[config.mk]
export PLATFORM = sky130hd
export DESIGN_NAME = sad_mode_select
export DESIGN_NICKNAME = d
export VERILOG_FILES = /design/src/rtl/sad_mode_select.sv
export SDC_FILE = /design/constraint.sdc
export NUM_CORES = 1
export LEC_CHECK = 0
export CAP_MARGIN = 20
export CORE_ASPECT_RATIO = 0.9
export CORE_UTILIZATION = 55
export DETAILED_ROUTE_END_ITERATION = 10
export GPL_TIMING_DRIVEN = 0
export PLACE_DENSITY = 0.85
export SYNTH_ARGS = -nofsm -noshare
export SYNTH_HDL_FRONTEND = slang
export SYNTH_SLANG_ARGS = --single-unit
export TNS_END_PERCENT = 30
[constraint.sdc]
create_clock -name clk -period 12.5 [get_ports clk]
set_input_delay 1.875 -clock clk [delete_from_list [all_inputs] [get_ports clk]]
set_output_delay 1.875 -clock clk [all_outputs]
set_load 0.02 [all_outputs]
[src/rtl/sad_mode_select.sv]
// sad_mode_select: accumulates a per-mode SAD over one block of residual
// beats. It then runs a one-mode-per-cycle min-search over the enabled modes.
// The search picks the best candidate mode for the downstream decision stage.
module sad_mode_select #(
    parameter int NUM_MODES     = 9,
    parameter int SAMPLE_W      = 9,
    parameter int LANES         = 4,
    parameter int BLOCK_SAMPLES = 16,
    parameter int SAD_W         = 16,
    parameter int MIDX_W        = $clog2(NUM_MODES)
) (
    input  logic                                clk,
    input  logic                                reset,
    input  logic                                in_valid,
    output logic                                in_ready,
    input  logic [NUM_MODES*LANES*SAMPLE_W-1:0] in_res,
    input  logic [NUM_MODES-1:0]                mode_mask,
    output logic                                out_valid,
    input  logic                                out_ready,
    output logic [NUM_MODES*SAD_W-1:0]          out_sads,
    output logic [MIDX_W-1:0]                   best_mode,
    output logic [SAD_W-1:0]                    best_sad,
    output logic                                none_valid
);

    localparam int BEATS  = BLOCK_SAMPLES / LANES;
    localparam int CNT_W  = (BEATS > 1) ? $clog2(BEATS) : 1;
    // Lane sum holds LANES magnitudes of up to 2^(SAMPLE_W-1) each.
    localparam int LSUM_W = SAMPLE_W + $clog2(LANES) + 1;
    // One extra bit above the wider operand so the saturation test sees the carry.
    localparam int ADD_W  = ((SAD_W > LSUM_W) ? SAD_W : LSUM_W) + 1;

    localparam logic [SAD_W-1:0]  SAD_MAX  = '1;
    localparam logic [CNT_W-1:0]  LAST_CNT = CNT_W'(BEATS - 1);
    localparam logic [MIDX_W-1:0] LAST_IDX = MIDX_W'(NUM_MODES - 1);

    typedef enum logic [1:0] {
        IDLE,
        ACCUM,
        REDUCE,
        DONE
    } state_t;

    state_t                          state_q, state_d;
    logic                            in_ready_q, in_ready_d;
    logic                            out_valid_q, out_valid_d;
    logic [CNT_W-1:0]                cnt_q, cnt_d;
    logic [NUM_MODES-1:0]            mask_q, mask_d;
    logic [NUM_MODES-1:0][SAD_W-1:0] acc_q, acc_d;
    logic [MIDX_W-1:0]               idx_q, idx_d;
    logic [SAD_W-1:0]                best_sad_q, best_sad_d;
    logic [MIDX_W-1:0]               best_mode_q, best_mode_d;
    logic                            found_q, found_d;
    logic                            none_valid_q, none_valid_d;

    logic [NUM_MODES-1:0][LSUM_W-1:0] lane_sum;
    logic [NUM_MODES-1:0][SAD_W-1:0]  acc_upd;
    logic [SAMPLE_W-1:0]              sample_c;
    logic [SAMPLE_W-1:0]              mag_c;
    logic [ADD_W-1:0]                 sum_c;
    logic [SAD_W-1:0]                 cur_best_sad;
    logic [MIDX_W-1:0]                cur_best_mode;
    logic                             cur_found;
    logic                             beat_fire;

    // Sum of unsigned magnitudes across the lanes of each mode for the current beat.
    // The most negative residual maps to 2^(SAMPLE_W-1), which still fits unsigned.
    always_comb begin
        lane_sum = '0;
        sample_c = '0;
        mag_c    = '0;
        for (int m = 0; m < NUM_MODES; m++) begin
            for (int l = 0; l < LANES; l++) begin
                sample_c    = in_res[(m*LANES+l)*SAMPLE_W +: SAMPLE_W];
                mag_c       = sample_c[SAMPLE_W-1] ? ((~sample_c) + SAMPLE_W'(1)) : sample_c;
                lane_sum[m] = lane_sum[m] + LSUM_W'(mag_c);
            end
        end
    end

    // Candidate accumulator values for an accepted beat. The first beat of a block
    // starts from zero. A saturated mode stays pinned because the addends are never negative.
    always_comb begin
        acc_upd = '0;
        sum_c   = '0;
        for (int m = 0; m < NUM_MODES; m++) begin
            sum_c      = ((state_q == ACCUM) ? ADD_W'(acc_q[m]) : '0) + ADD_W'(lane_sum[m]);
            acc_upd[m] = (sum_c > ADD_W'(SAD_MAX)) ? SAD_MAX : sum_c[SAD_W-1:0];
        end
    end

    // Next-state and datapath control for the accumulate / reduce / hold sequence.
    always_comb begin
        state_d       = state_q;
        in_ready_d    = in_ready_q;
        out_valid_d   = out_valid_q;
        cnt_d         = cnt_q;
        mask_d        = mask_q;
        acc_d         = acc_q;
        idx_d         = idx_q;
        best_sad_d    = best_sad_q;
        best_mode_d   = best_mode_q;
        found_d       = found_q;
        none_valid_d  = none_valid_q;
        cur_best_sad  = best_sad_q;
        cur_best_mode = best_mode_q;
        cur_found     = found_q;
        beat_fire     = in_valid && in_ready_q;

        case (state_q)
            IDLE: begin
                if (beat_fire) begin
                    mask_d = mode_mask;
                    acc_d  = acc_upd;
                    cnt_d  = CNT_W'(1);
                    if (BEATS == 1) begin
                        state_d    = REDUCE;
                        in_ready_d = 1'b0;
                        idx_d      = '0;
                        cnt_d      = '0;
                    end else begin
                        state_d = ACCUM;
                    end
                end
            end

            ACCUM: begin
                if (beat_fire) begin
                    acc_d = acc_upd;
                    if (cnt_q == LAST_CNT) begin
                        state_d    = REDUCE;
                        in_ready_d = 1'b0;
                        idx_d      = '0;
                        cnt_d      = '0;
                    end else begin
                        cnt_d = cnt_q + CNT_W'(1);
                    end
                end
            end

            REDUCE: begin
                // The first search step starts from a clean "nothing found yet" state.
                if (idx_q == '0) begin
                    cur_best_sad  = SAD_MAX;
                    cur_best_mode = '0;
                    cur_found     = 1'b0;
                end
                best_sad_d  = cur_best_sad;
                best_mode_d = cur_best_mode;
                found_d     = cur_found;
                // Strict less-than keeps the lowest index on ties.
                if (mask_q[idx_q] && (!cur_found || (acc_q[idx_q] < cur_best_sad))) begin
                    best_sad_d  = acc_q[idx_q];
                    best_mode_d = idx_q;
                    found_d     = 1'b1;
                end
                if (idx_q == LAST_IDX) begin
                    state_d      = DONE;
                    out_valid_d  = 1'b1;
                    none_valid_d = !found_d;
                    idx_d        = '0;
                end else begin
                    idx_d = idx_q + MIDX_W'(1);
                end
            end

            DONE: begin
                if (out_ready) begin
                    state_d     = IDLE;
                    out_valid_d = 1'b0;
                    in_ready_d  = 1'b1;
                end
            end

            default: begin
                state_d     = IDLE;
                in_ready_d  = 1'b1;
                out_valid_d = 1'b0;
            end
        endcase
    end

    // State and datapath registers. Reset discards any partially accumulated block.
    always_ff @(posedge clk or negedge reset) begin
        if (!reset) begin
            state_q      <= IDLE;
            in_ready_q   <= 1'b1;
            out_valid_q  <= 1'b0;
            cnt_q        <= '0;
            mask_q       <= '0;
            acc_q        <= '0;
            idx_q        <= '0;
            best_sad_q   <= '0;
            best_mode_q  <= '0;
            found_q      <= 1'b0;
            none_valid_q <= 1'b0;
        end else begin
            state_q      <= state_d;
            in_ready_q   <= in_ready_d;
            out_valid_q  <= out_valid_d;
            cnt_q        <= cnt_d;
            mask_q       <= mask_d;
            acc_q        <= acc_d;
            idx_q        <= idx_d;
            best_sad_q   <= best_sad_d;
            best_mode_q  <= best_mode_d;
            found_q      <= found_d;
            none_valid_q <= none_valid_d;
        end
    end

    assign in_ready   = in_ready_q;
    assign out_valid  = out_valid_q;
    assign out_sads   = acc_q;
    assign best_mode  = best_mode_q;
    assign best_sad   = best_sad_q;
    assign none_valid = none_valid_q;

endmodule
* Word-level counts from Yosys, hierarchy flattened
Index checks and enable logic that the tools add are counted.
** Operators by class
- $add $sub $neg :: 74
- $lt $le $gt $ge :: 11
- Equality and inequality tests :: 10
- Mux-type cells :: 87
- Bitwise gates (word level) :: 36
- Reduce and logical (&&, ||, !) cells :: 22
** Operator list (count)
- $mux W16 :: 22
- $add A9 B1 Y9 const B :: 36
- $mux W9 :: 36
- $not A9 Y9 :: 36
- $add A16 B12 Y17 :: 9
- $gt A17 B16 Y1 const B :: 9
- $add A11 B9 Y12 :: 9
- $add A10 B9 Y11 :: 9
- $add A9 B9 Y10 :: 9
- $bmux W16 S4 :: 1
- $mux W4 :: 5
- $lt A16 B16 Y1 :: 1
- $mux W2 :: 7
- $mux W1 :: 10
- $reduce_bool A2 Y1 :: 5
- $reduce_and A3 Y1 :: 3
- $ne A2 B2 Y1 const B :: 4
- $pmux W2 S4 :: 1
- $pmux W4 S2 :: 1
- $reduce_and A2 Y1 :: 4
- $eq A2 B2 Y1 const B :: 3
- $lt A4 B5 Y1 const B :: 1
- $reduce_and A5 Y1 :: 1
- $add A4 B1 Y4 const B :: 1
- 14 further kinds :: 17
** Storage, ports and cells
- Register bits :: 185
- Input port bits :: 337

* Logic depth before layout (Yosys ltp)
Gate-level depths: netlist (run 1).
- Depth after elaboration :: 9
- Gate-level depth with buffers :: 20

* Worst setup path before layout (run 1)
Ideal clock, no wire load.
- Path kind :: input-to-reg
- Start point :: input port in_res[37]
- End point :: register acc_q (netlist bit out_sads[31])
- Setup time :: 121 ps
- Arrival :: 6123 ps
- Path slack :: 6257 ps
- Stages on the path :: 18
- Cells stage by stage :: inv_1 > ha_1 > nand2_1 > or3_1 > nor4b_1 > fa_1 > fa_1 > inv_1 > fa_1 > inv_1 > ha_1 > nor4_1 > o21a_1 > nor4_1 > a2111oi_0 > or2_2 > or3_1 > o21ai_1
** Between the ends
- Longest elaborated chain between the ends :: 9
** Ends and longest elaborated chain
- start: declaration :: RTL line 16 : input logic [NUM_MODES*LANES*SAMPLE_W-1:0] in_res,
- $not A9 Y9 :: RTL line 75 : mag_c = sample_c[SAMPLE_W-1] ? ((~sample_c) + SAMPLE_W'(1)) : sample_c;
- $add A9 B1 Y9 :: RTL line 75
- $mux W9 * :: RTL line 75
- $add A9 B9 Y10 * :: RTL line 76 : lane_sum[m] = lane_sum[m] + LSUM_W'(mag_c);
- $add A10 B9 Y11 * :: RTL line 76
- $add A11 B9 Y12 * :: RTL line 76
- $add A16 B12 Y17 * :: RTL line 87 : sum_c = ((state_q == ACCUM) ? ADD_W'(acc_q[m]) : '0) + ADD_W'(lane_sum[m]);
- $gt A17 B16 Y1 :: RTL line 88 : acc_upd[m] = (sum_c > ADD_W'(SAD_MAX)) ? SAD_MAX : sum_c[SAD_W-1:0];
- $mux W16 * :: RTL line 88
- end signal: assignment :: RTL line 191 : acc_q <= '0;
- end signal: assignment :: RTL line 203 : acc_q <= acc_d;
- end: declaration :: RTL line 49 : logic [NUM_MODES-1:0][SAD_W-1:0] acc_q, acc_d;
Mark *: on every way between the ends. The rest lies on a longest branch, timed or not.
A chain may end at the register's enable or synchronous reset.

* Final worst setup path (run 1)
- Start point :: input port in_res[0]
- End point :: register acc_q (netlist bit out_sads[5])
Same word-level chain as after synthesis.

==> flow_metrics.tcl, run 1 <==
set metrics [dict create \
    cts_made_buffers 17 \
    io_pins 504 \
    grt_remaining_overflow 0 \
    synth.top_cell.area_share_pct 18.4 \
    cp_slowest_cell "o21ai_0" \
    synth_area_um2 25500 \
    fin_nets 4184 \
    post-route-period-util_pct 58.7 \
    grt_pass1_wl_um 131000 \
    route.vias.total 24135 \
    drt-total-wl_um 85800 \
    drtIter0Drc 2183 \
    numClockSinks 185 \
    max_slew_margin_pct 26.9 \
    clk_latency_ns 0.45 \
    multi_input_area_um2 19000 \
    synth_edf_count 0 \
    synth-seq-cells 185 \
    irDropWorstVdd_uv 98.4 \
    cts-root-buf "clkbuf_16" \
    io_buffers 477 \
    finalHoldViolations 0 \
    crit_type "primary input to flop" \
    syn_inst 2912 \
    ys_top_cells_by_count "392 x inv_1, 345 x nand2_1, 234 x fa_1" \
    vias_per_cell 5.99 \
    yosysTopAreaCell "fa_1" \
    hold_buffers 0 \
    syn_to_final_growth_pct 24.1 \
    ys_warn_count 0 \
    critical_path_required_ns 12.87 \
    period_minus_slack_ns 7.34 \
    rows 74 \
    start_util_pct 56.0 \
    drive_gt1_share_pct 3.10 \
    fill_cells 3690 \
    status "finished clean" \
    clockBufferDepth 2 \
    postCtsSetupBuffers 0 \
    ys_async_sr_fraction_pct 100 \
    synth-seq-area-share_pct 18.2 \
    crit_chain "clkdlybuf4s50_1 -> inv_1 -> ha_1 -> nand2_1 -> or3_1 -> nand2_1 -> xnor2_1 -> fa_1 -> fa_1 -> inv_1 -> fa_1 -> inv_1 -> ha_1 -> o21ai_0 -> a21oi_1 -> a41oi_1 -> o21ai_0 -> nand3_1 -> nand2_1 -> clkbuf_1 -> o22a_1" \
    ctsHtreeMaxLevel 4 \
    route.antenna.remaining_nets 0 \
    antenna_found_initial 4 \
    power_leakage_nw 14.6 \
    die_y_um 206 \
    firstDrtPassIters 6 \
    startpoint_type "primary input" \
    synth_nets 3686 \
    cts_resized 0 \
    grt_util_all_layers_pct 35.9 \
    wire_per_inst_um 21.3 \
    max_freq_ghz 0.136 \
    tns_ns 0 \
    drcViolationCount 0 \
    critPathMaxStageDelay_ns 0.66 \
    gp_congestion 0.978 \
    tightest_slew_ns 1.09 \
    antennaDiodeCount 0 \
    powerDensity_nw_per_um2 118 \
    hold_path_class "flop to flop" \
    die_x_um 229 \
    netlist_top_cells_area "fa_1 18%, dfrtp_1 18%, ha_1 10%, xnor2_1 7.8%, inv_1 5.8%" \
    cts_tree "done" \
    dp.final_hpwl_um 72300 \
    yosysUniqueCellTypes 77 \
    rsz0062_at_grt "no" \
    path_max_fanout 10 \
    syn_avg_cell_area_um2 8.76 \
    synthFlopType "dfrtp_1" \
    slew_viol_final 0 \
    design.core.area_um2 45600 \
    fin_worst_skew_ns 0.0176 \
    seqCellArea_um2 4630 \
    cp-end-kind "flop" \
    yosysMostFrequentCell "inv_1" \
    whs_ns 0.480 \
    setup_viol 0 \
    max_cap_viol_count 0 \
    die_area_um2 47200 \
    clkSlewWorstSetupHoldPaths_ns 0.08 \
    cp.arrival_ns 7.72 \
    grt_pass1_vias 23957 \
    grt_max_degree 102 \
]
final cells by class:
class	count	area share [%]
multi-input combinational	2237	60.1
clock buffer	19	1.40
timing repair buffer	479	15.2
sequential	185	14.6
clock inverter	13	0.415
tap	608	2.40
buffer	96	1.18
inverter	394	4.67
cell families (layout without fill, tap and decap cells):
logic type	count (synthesis)	in the layout	share of synthesized area (%)
AOI/OAI and AO/OA	610	610	16.1
adders and majority gates	437	437	28.3
buffers and inverters	490	1001	7.26
and+or+nand+nor	835	835	16.0
muxes	72	72	4.45
DFF	185	185	18.2
xor gates and xnor gates	283	283	9.72
routing by layer:
layer,vias to the layer above,part of all wire [%],track usage (%)
met3,204,9.3,8.26
met2,1157,46,57.8
met4,4,4.0,14.1
met5,-,0.035,0
met1,11842,41,47.0
li1,10928,-,-
cell usage in the layout (no fill, tap or decap), types with 64 or more instances in the layout:
| cell | synthesis | routed |
|---|---|---|
| o31ai_1 | 64 | 64 |
| nor2_1 | 124 | 124 |
| nand2b_1 | 67 | 67 |
| fa_1 | 234 | 234 |
| clkbuf_1 | 77 | 78 |
| o22a_1 | 88 | 88 |
| a21oi_1 | 86 | 86 |
| xnor2_1 | 227 | 227 |
| inv_1 | 392 | 392 |
| o21ai_0 | 167 | 167 |
| nand2_1 | 345 | 345 |
| ha_1 | 203 | 203 |
| dfrtp_1 | 184 | 184 |
| clkdlybuf4s50_1 | 0 | 476 |
worst paths after layout:
kind / slack, ns / startpoint / to / cells past startpoint
max in group asynchronous: 10.12 / reset / out_sads[122] / 2
hold reg to reg: 0.48 / cnt_q[1] / cnt_q[1] / 2
setup / recovery: 5.16 / in_res[0] / out_sads[5] / 21
setup reg to reg: 5.20 / state_q[1] / out_sads[5] / 19
min in group asynchronous: 1.39 / reset / out_sads[17] / 1
hold / removal: 0.48 / cnt_q[1] / cnt_q[1] / 2
stage by stage:
stage	worst slack [ns]	utilization [%]	cells	area, um2	total power, W
2_1_floorplan	6.26	-	2912	25500	0.00258
3_3_place_gp	1.92	68.1	3997	31000	0.00307
3_5_place_dp	4.92	68.2	3999	31100	0.00316
4_1_cts	5.31	69.5	4031	31700	0.00371
5_1_grt	4.96	69.5	4031	31700	0.00409
6_report	5.16	69.5	4031	31700	0.00373
worst max-delay path, delay by kind of cell:
kind	cells	cell delay, ns
AND/OR/NAND/NOR	5	1.06
adder cells (fa/ha/maj)	5	2.08
AO/OA/AOI/OAI	5	1.44
XOR/XNOR	1	0.18
buffers and inverters	5	1.09
sequential cells by signal, summed over array words and instances, names as in the netlist:
register,cells
best_mode,4
best_sad,16
cnt_q,2
found_q,1
idx_q,4
in_ready,1
mask_q,9
none_valid,1
out_sads,144
out_valid,1
state_q,2
where the power goes:
part / internal (W) / switching, W
combinational: 0.00115 / 0.00144
sequential: 0.000598 / 0
clock: 0.000271 / 0.000273
total: 0.00202 / 0.00171
(Power assumes the default switching activity.)
==> inputs of run 2 (changes only) <==
CORE_UTILIZATION = 49   (was 55)
PLACE_DENSITY = 0.8   (was 0.85)
clock period = 6.1 ns   (was 12.5 ns; I/O delays follow)
==> run 2 against run 1 <==
Against the previous run: sequential cell count unchanged; core utilization down 7.0 points; first-iteration DRC count down 3.1%; sequential share of layout area down 0.086 points; combinational power up 100%; global-route usage down 4.9 points.
==> flow_metrics.tcl, run 2 (synthesized netlist as in run 1, its figures left out) <==
set metrics [dict create \
    tns_ns 0 \
    clockBufferDepth 2 \
    setup_viol 0 \
    fin_util_pct 62.5 \
    status "finished clean" \
    clk_latency_ns 0.45 \
    power_leakage_nw 14.7 \
    crit_type "primary input to flop" \
    die_y_um 218 \
    antennaDiodeCount 0 \
    finalHoldViolations 0 \
    route.antenna.remaining_nets 0 \
    grt_pass1_vias 22763 \
    layout_common_cells "476 x clkdlybuf4s50_1, 392 x inv_1, 345 x nand2_1" \
    drcViolationCount 0 \
    max_slew_margin_pct 24.8 \
    layout_commonest_cell "clkdlybuf4s50_1" \
    drt-total-wl_um 82100 \
    rsz0062_at_grt "yes" \
    grt_util_all_layers_pct 31.0 \
    vias_per_cell 5.71 \
    largest_reg_flops 144 \
    cp_slowest_cell "fa_1" \
    antenna_found_initial 1 \
    irDropWorstVdd_uv 159 \
    dp.final_hpwl_um 69100 \
    p_total_w 0.00760 \
    path_max_fanout 10 \
    cts_made_buffers 17 \
    period_minus_slack_ns 5.89 \
    grt_remaining_overflow 0 \
    final.setup.worst_slack_ns 0.213 \
    cp.arrival_ns 6.27 \
    max_freq_ghz 0.170 \
    cts-root-buf "clkbuf_16" \
    wire_per_inst_um 20.0 \
    timing.critical_path.buf_inv 5 \
    fin_worst_skew_ns 0.0146 \
    syn_to_final_growth_pct 24.9 \
    rows 78 \
    io_pins 504 \
    post-route-period-util_pct 96.5 \
    fin_nets 4184 \
    hold_buffers 0 \
    firstDrtPassIters 6 \
    numClockSinks 185 \
    die_x_um 243 \
    crit_start "in_res[54]" \
    crit_chain "clkdlybuf4s50_1 -> inv_1 -> ha_1 -> nand2_1 -> or3_1 -> nor4b_1 -> fa_1 -> fa_1 -> inv_1 -> fa_1 -> inv_1 -> ha_1 -> o21a_1 -> o21ai_1 -> a21oi_1 -> nand4_1 -> o211ai_1 -> clkbuf_1 -> o22a_1" \
    critical_path_required_ns 6.48 \
    grt_pass1_wl_um 127000 \
    io_buffers 477 \
    route.vias.total 23431 \
    drtIter0Drc 2115 \
    cts_tree "done" \
    drive_gt1_share_pct 3.65 \
    design.core.area_um2 50900 \
    startpoint_type "primary input" \
    hold_path_class "primary input to async pin" \
    clkSlewWorstSetupHoldPaths_ns 0.07 \
    tightest_slew_ns 1.12 \
    cp-end-kind "flop" \
    rr_startpoint "state_q[1]" \
    gp_congestion 0.969 \
    ctsHtreeMaxLevel 4 \
    slew_viol_final 0 \
    start_util_pct 50.1 \
    die_area_um2 53000 \
    powerDensity_nw_per_um2 239 \
    grt_max_degree 114 \
    fill_cells 4404 \
    critPathMaxStageDelay_ns 0.55 \
    critPathTopFamily "adder cells" \
    dpl_worst_slack_ns -0.621 \
    max_cap_viol_count 0 \
]
## run 2: per-layer routing
metal  vias up  GRT usage, %  wire length, um
li1      10924             -                -
met1     11385          42.2            34800
met2       986          48.6            36800
met3       134          7.21             7610
met4         2          10.5             2910
met5         -             0               13
## run 2: worst paths after layout
kind	end	slack, ns	cells past startpoint
min	out_sads[66]	0.42	1
max in group asynchronous	out_sads[47]	4.68	2
max reg2reg	out_sads[139]	0.30	17
max	out_sads[18]	0.21	19
min in group clk	none_valid	0.49	1
min reg2reg	none_valid	0.49	1
## run 2: area by class of cell
class | instances | area (um2) | share of cell area [%]
Timing Repair Buffer | 480 | 4820 | 15.1
Multi-Input combinational cell | 2237 | 19100 | 60.0
Buffer | 95 | 379 | 1.19
Clock buffer | 19 | 443 | 1.39
Inverter | 394 | 1480 | 4.64
Tap cell | 680 | 851 | 2.67
Clock inverter | 12 | 133 | 0.416
Sequential cell | 185 | 4630 | 14.5
## run 2: power by group
part	internal, W	total (W)	switching [W]	leakage [nW]
sequential	0.00123	0.00123	0	2.54
combinational	0.00236	0.00525	0.00289	11.9
clock	0.000589	0.00113	0.000544	0.275
total	0.00417	0.00760	0.00344	14.7
## run 2: metrics by stage
step | cells | instance area (um2) | hold WS, ns
final | 4102 | 31900 | 0.421
after detailed placement | 4071 | 31200 | 0.478
after CTS | 4102 | 31800 | 0.449
after global placement | 4069 | 31100 | 0.459
after global routing | 4102 | 31900 | 0.473
after floorplan | 2912 | 25500 | 0.443
## run 2: timing repair
action                                  in CTS  in global routing
endpoints found under the setup margin     113                 97
pin swaps                                    0                  1
resized for setup                            6                 20
endpoints found under the hold margin        0                  0
setup buffers                                0                  1
==> inputs of run 3 (changes only) <==
CELL_PAD_IN_SITES_DETAIL_PLACEMENT = 0   (was not set)
CELL_PAD_IN_SITES_GLOBAL_PLACEMENT = 1   (was not set)
CORE_UTILIZATION = 37   (was 49)
PLACE_DENSITY = 0.81   (was 0.8)
==> run 3 against run 2 <==
Against the previous run: critical path depth unchanged; routed wire length grew 5.9%; cell count rose by 4.8%; first-iteration DRC count is 26% lower.
==> flow_metrics.tcl, run 3 (synthesized netlist as in run 1, its figures left out) <==
set metrics [dict create \
    clockBufferDepth 2 \
    max_slew_margin_pct 27.7 \
    largest_reg_flops 144 \
    fin_worst_skew_ns 0.0153 \
    die_y_um 251 \
    clk_latency_ns 0.46 \
    max_cap_viol_count 0 \
    numClockSinks 185 \
    crit_type "primary input to flop" \
    cts_tree "done" \
    layout_commonest_cell "clkdlybuf4s50_1" \
    critPathTopFamily "adder cells" \
    fin_util_pct 47.6 \
    wire_per_inst_um 20.2 \
    drive_gt1_share_pct 3.92 \
    status "finished clean" \
    syn_to_final_growth_pct 26.1 \
    grt_util_all_layers_pct 24.9 \
    cts-root-buf "clkbuf_16" \
    cp.arrival_ns 6.21 \
    fin_nets 4182 \
    route.antenna.remaining_nets 0 \
    rows 90 \
    powerDensity_nw_per_um2 239 \
    rr_startpoint "state_q[1]" \
    grt_pass1_wl_um 133000 \
    gp_congestion 0.956 \
    design.core.area_um2 67600 \
    cts_made_buffers 17 \
    drt-total-wl_um 86900 \
    rrSetupSlack_ns 0.37 \
    rr_worst_depth 17 \
    vias_per_cell 5.31 \
    ctsHtreeMaxLevel 4 \
    max_freq_ghz 0.170 \
    slew_viol_final 0 \
    die_x_um 279 \
    io_pins 504 \
    startpoint_type "primary input" \
    power_leakage_nw 14.7 \
    cp-end-kind "flop" \
    dp.final_hpwl_um 74200 \
    rsz0062_at_grt "yes" \
    post-route-period-util_pct 96.2 \
    irDropWorstVdd_uv 152 \
    io_buffers 477 \
    grt_remaining_overflow 0 \
    grt_pass1_vias 22493 \
    critPathMaxStageDelay_ns 0.63 \
    drcViolationCount 0 \
    path_max_fanout 4 \
    die_area_um2 70000 \
    tightest_slew_ns 1.08 \
    route.vias.total 22802 \
    crit_chain "clkdlybuf4s50_1 -> inv_1 -> ha_1 -> nand2_1 -> o21ai_0 -> fa_1 -> inv_1 -> fa_1 -> fa_1 -> inv_1 -> ha_1 -> fa_1 -> a21o_1 -> a211oi_1 -> o31ai_1 -> a21o_1 -> a31o_2 -> a41o_1 -> o311a_1" \
    hold_buffers 0 \
    grt_max_degree 102 \
    hold_path_class "primary input to async pin" \
    layout_common_cells "476 x clkdlybuf4s50_1, 392 x inv_1, 345 x nand2_1" \
    drtIter0Drc 1572 \
    start_util_pct 37.8 \
    whs_ns 0.437 \
    finalHoldViolations 0 \
    cp_slowest_cell "clkdlybuf4s50_1" \
    antenna_found_initial 2 \
    clkSlewWorstSetupHoldPaths_ns 0.07 \
    period_minus_slack_ns 5.87 \
    timing.critical_path.buf_inv 4 \
    critical_path_required_ns 6.44 \
    crit_path_frequent_cell "fa_1" \
    setup_viol 0 \
    r2r_end "out_sads[59]" \
    firstDrtPassIters 5 \
]
-- run 3: changes by cell type in the layout (fill, tap and decap cells not counted), sizes merged --
cell and delta:
clkinv +2, clkinvlp -3, clkbuf -1, diode +3, bufinv +1, buf -3
inv +2, clkdlybuf4s18 +1
-- run 3: through the flow --
| stage | area (um2) | setup WS, ns | power, W | TNS, ns | instances |
|---|---|---|---|---|---|
| after global routing | 32200 | -0.0854 | 0.00856 | -0.690 | 4295 |
| after floorplan | 25500 | 0.817 | 0.00528 | 0 | 2912 |
| after detailed placement | 31400 | -1.01 | 0.00646 | -70.11 | 4265 |
| after global placement | 31400 | -4.19 | 0.00643 | -835.51 | 4263 |
| after CTS | 32000 | 0.0449 | 0.00768 | 0 | 4296 |
| final | 32200 | 0.231 | 0.00768 | 0 | 4298 |
-- run 3: what timing repair did --
item	4_1_cts	5_1_grt
setup endpoints to repair	137	94
resized for setup	8	28
buffers inserted	0	0
endpoints found under the hold margin	0	0
pin swaps	0	2
-- run 3: layout make-up --
cell class	instances	area [um2]
Fill cell	6616	35400
Multi-Input combinational cell	2237	19100
Timing Repair Buffer	479	4820
Sequential cell	185	4630
Inverter	394	1480
Tap cell	874	1090
Clock buffer	18	439
Buffer	94	380
Clock inverter	14	175
Antenna cell	3	7.51
-- run 3: worst max path at each step --
stage           startpoint            end  slack (ns)  depth (start not counted)
2_1_floorplan   in_res[37]   out_sads[31]        0.82                         18
3_3_place_gp         reset   out_sads[33]       -4.19                          1
3_5_place_dp    state_q[1]    out_sads[3]       -1.01                         19
4_1_cts          in_res[0]    out_sads[5]        0.04                         21
5_1_grt        in_res[234]   out_sads[97]       -0.09                         19
6_report       in_res[234]  out_sads[111]        0.23                         19
-- run 3: where the power goes --
| part | switching (W) | internal [W] |
|---|---|---|
| clock | 0.000565 | 0.000635 |
| combinational | 0.00290 | 0.00236 |
| sequential | 0 | 0.00123 |
| total | 0.00346 | 0.00422 |
-- run 3: per-layer routing --
| layer | routed length, um | global-route usage, % | up-vias | part of all wire (%) |
|---|---|---|---|---|
| met5 | 13 | 0 | - | 0.015 |
| met4 | 2120 | 5.84 | 2 | 2.4 |
| met3 | 7230 | 7.12 | 84 | 8.3 |
| met2 | 38800 | 38.9 | 641 | 45 |
| met1 | 38700 | 33.8 | 11147 | 45 |
| li1 | - | - | 10928 | - |
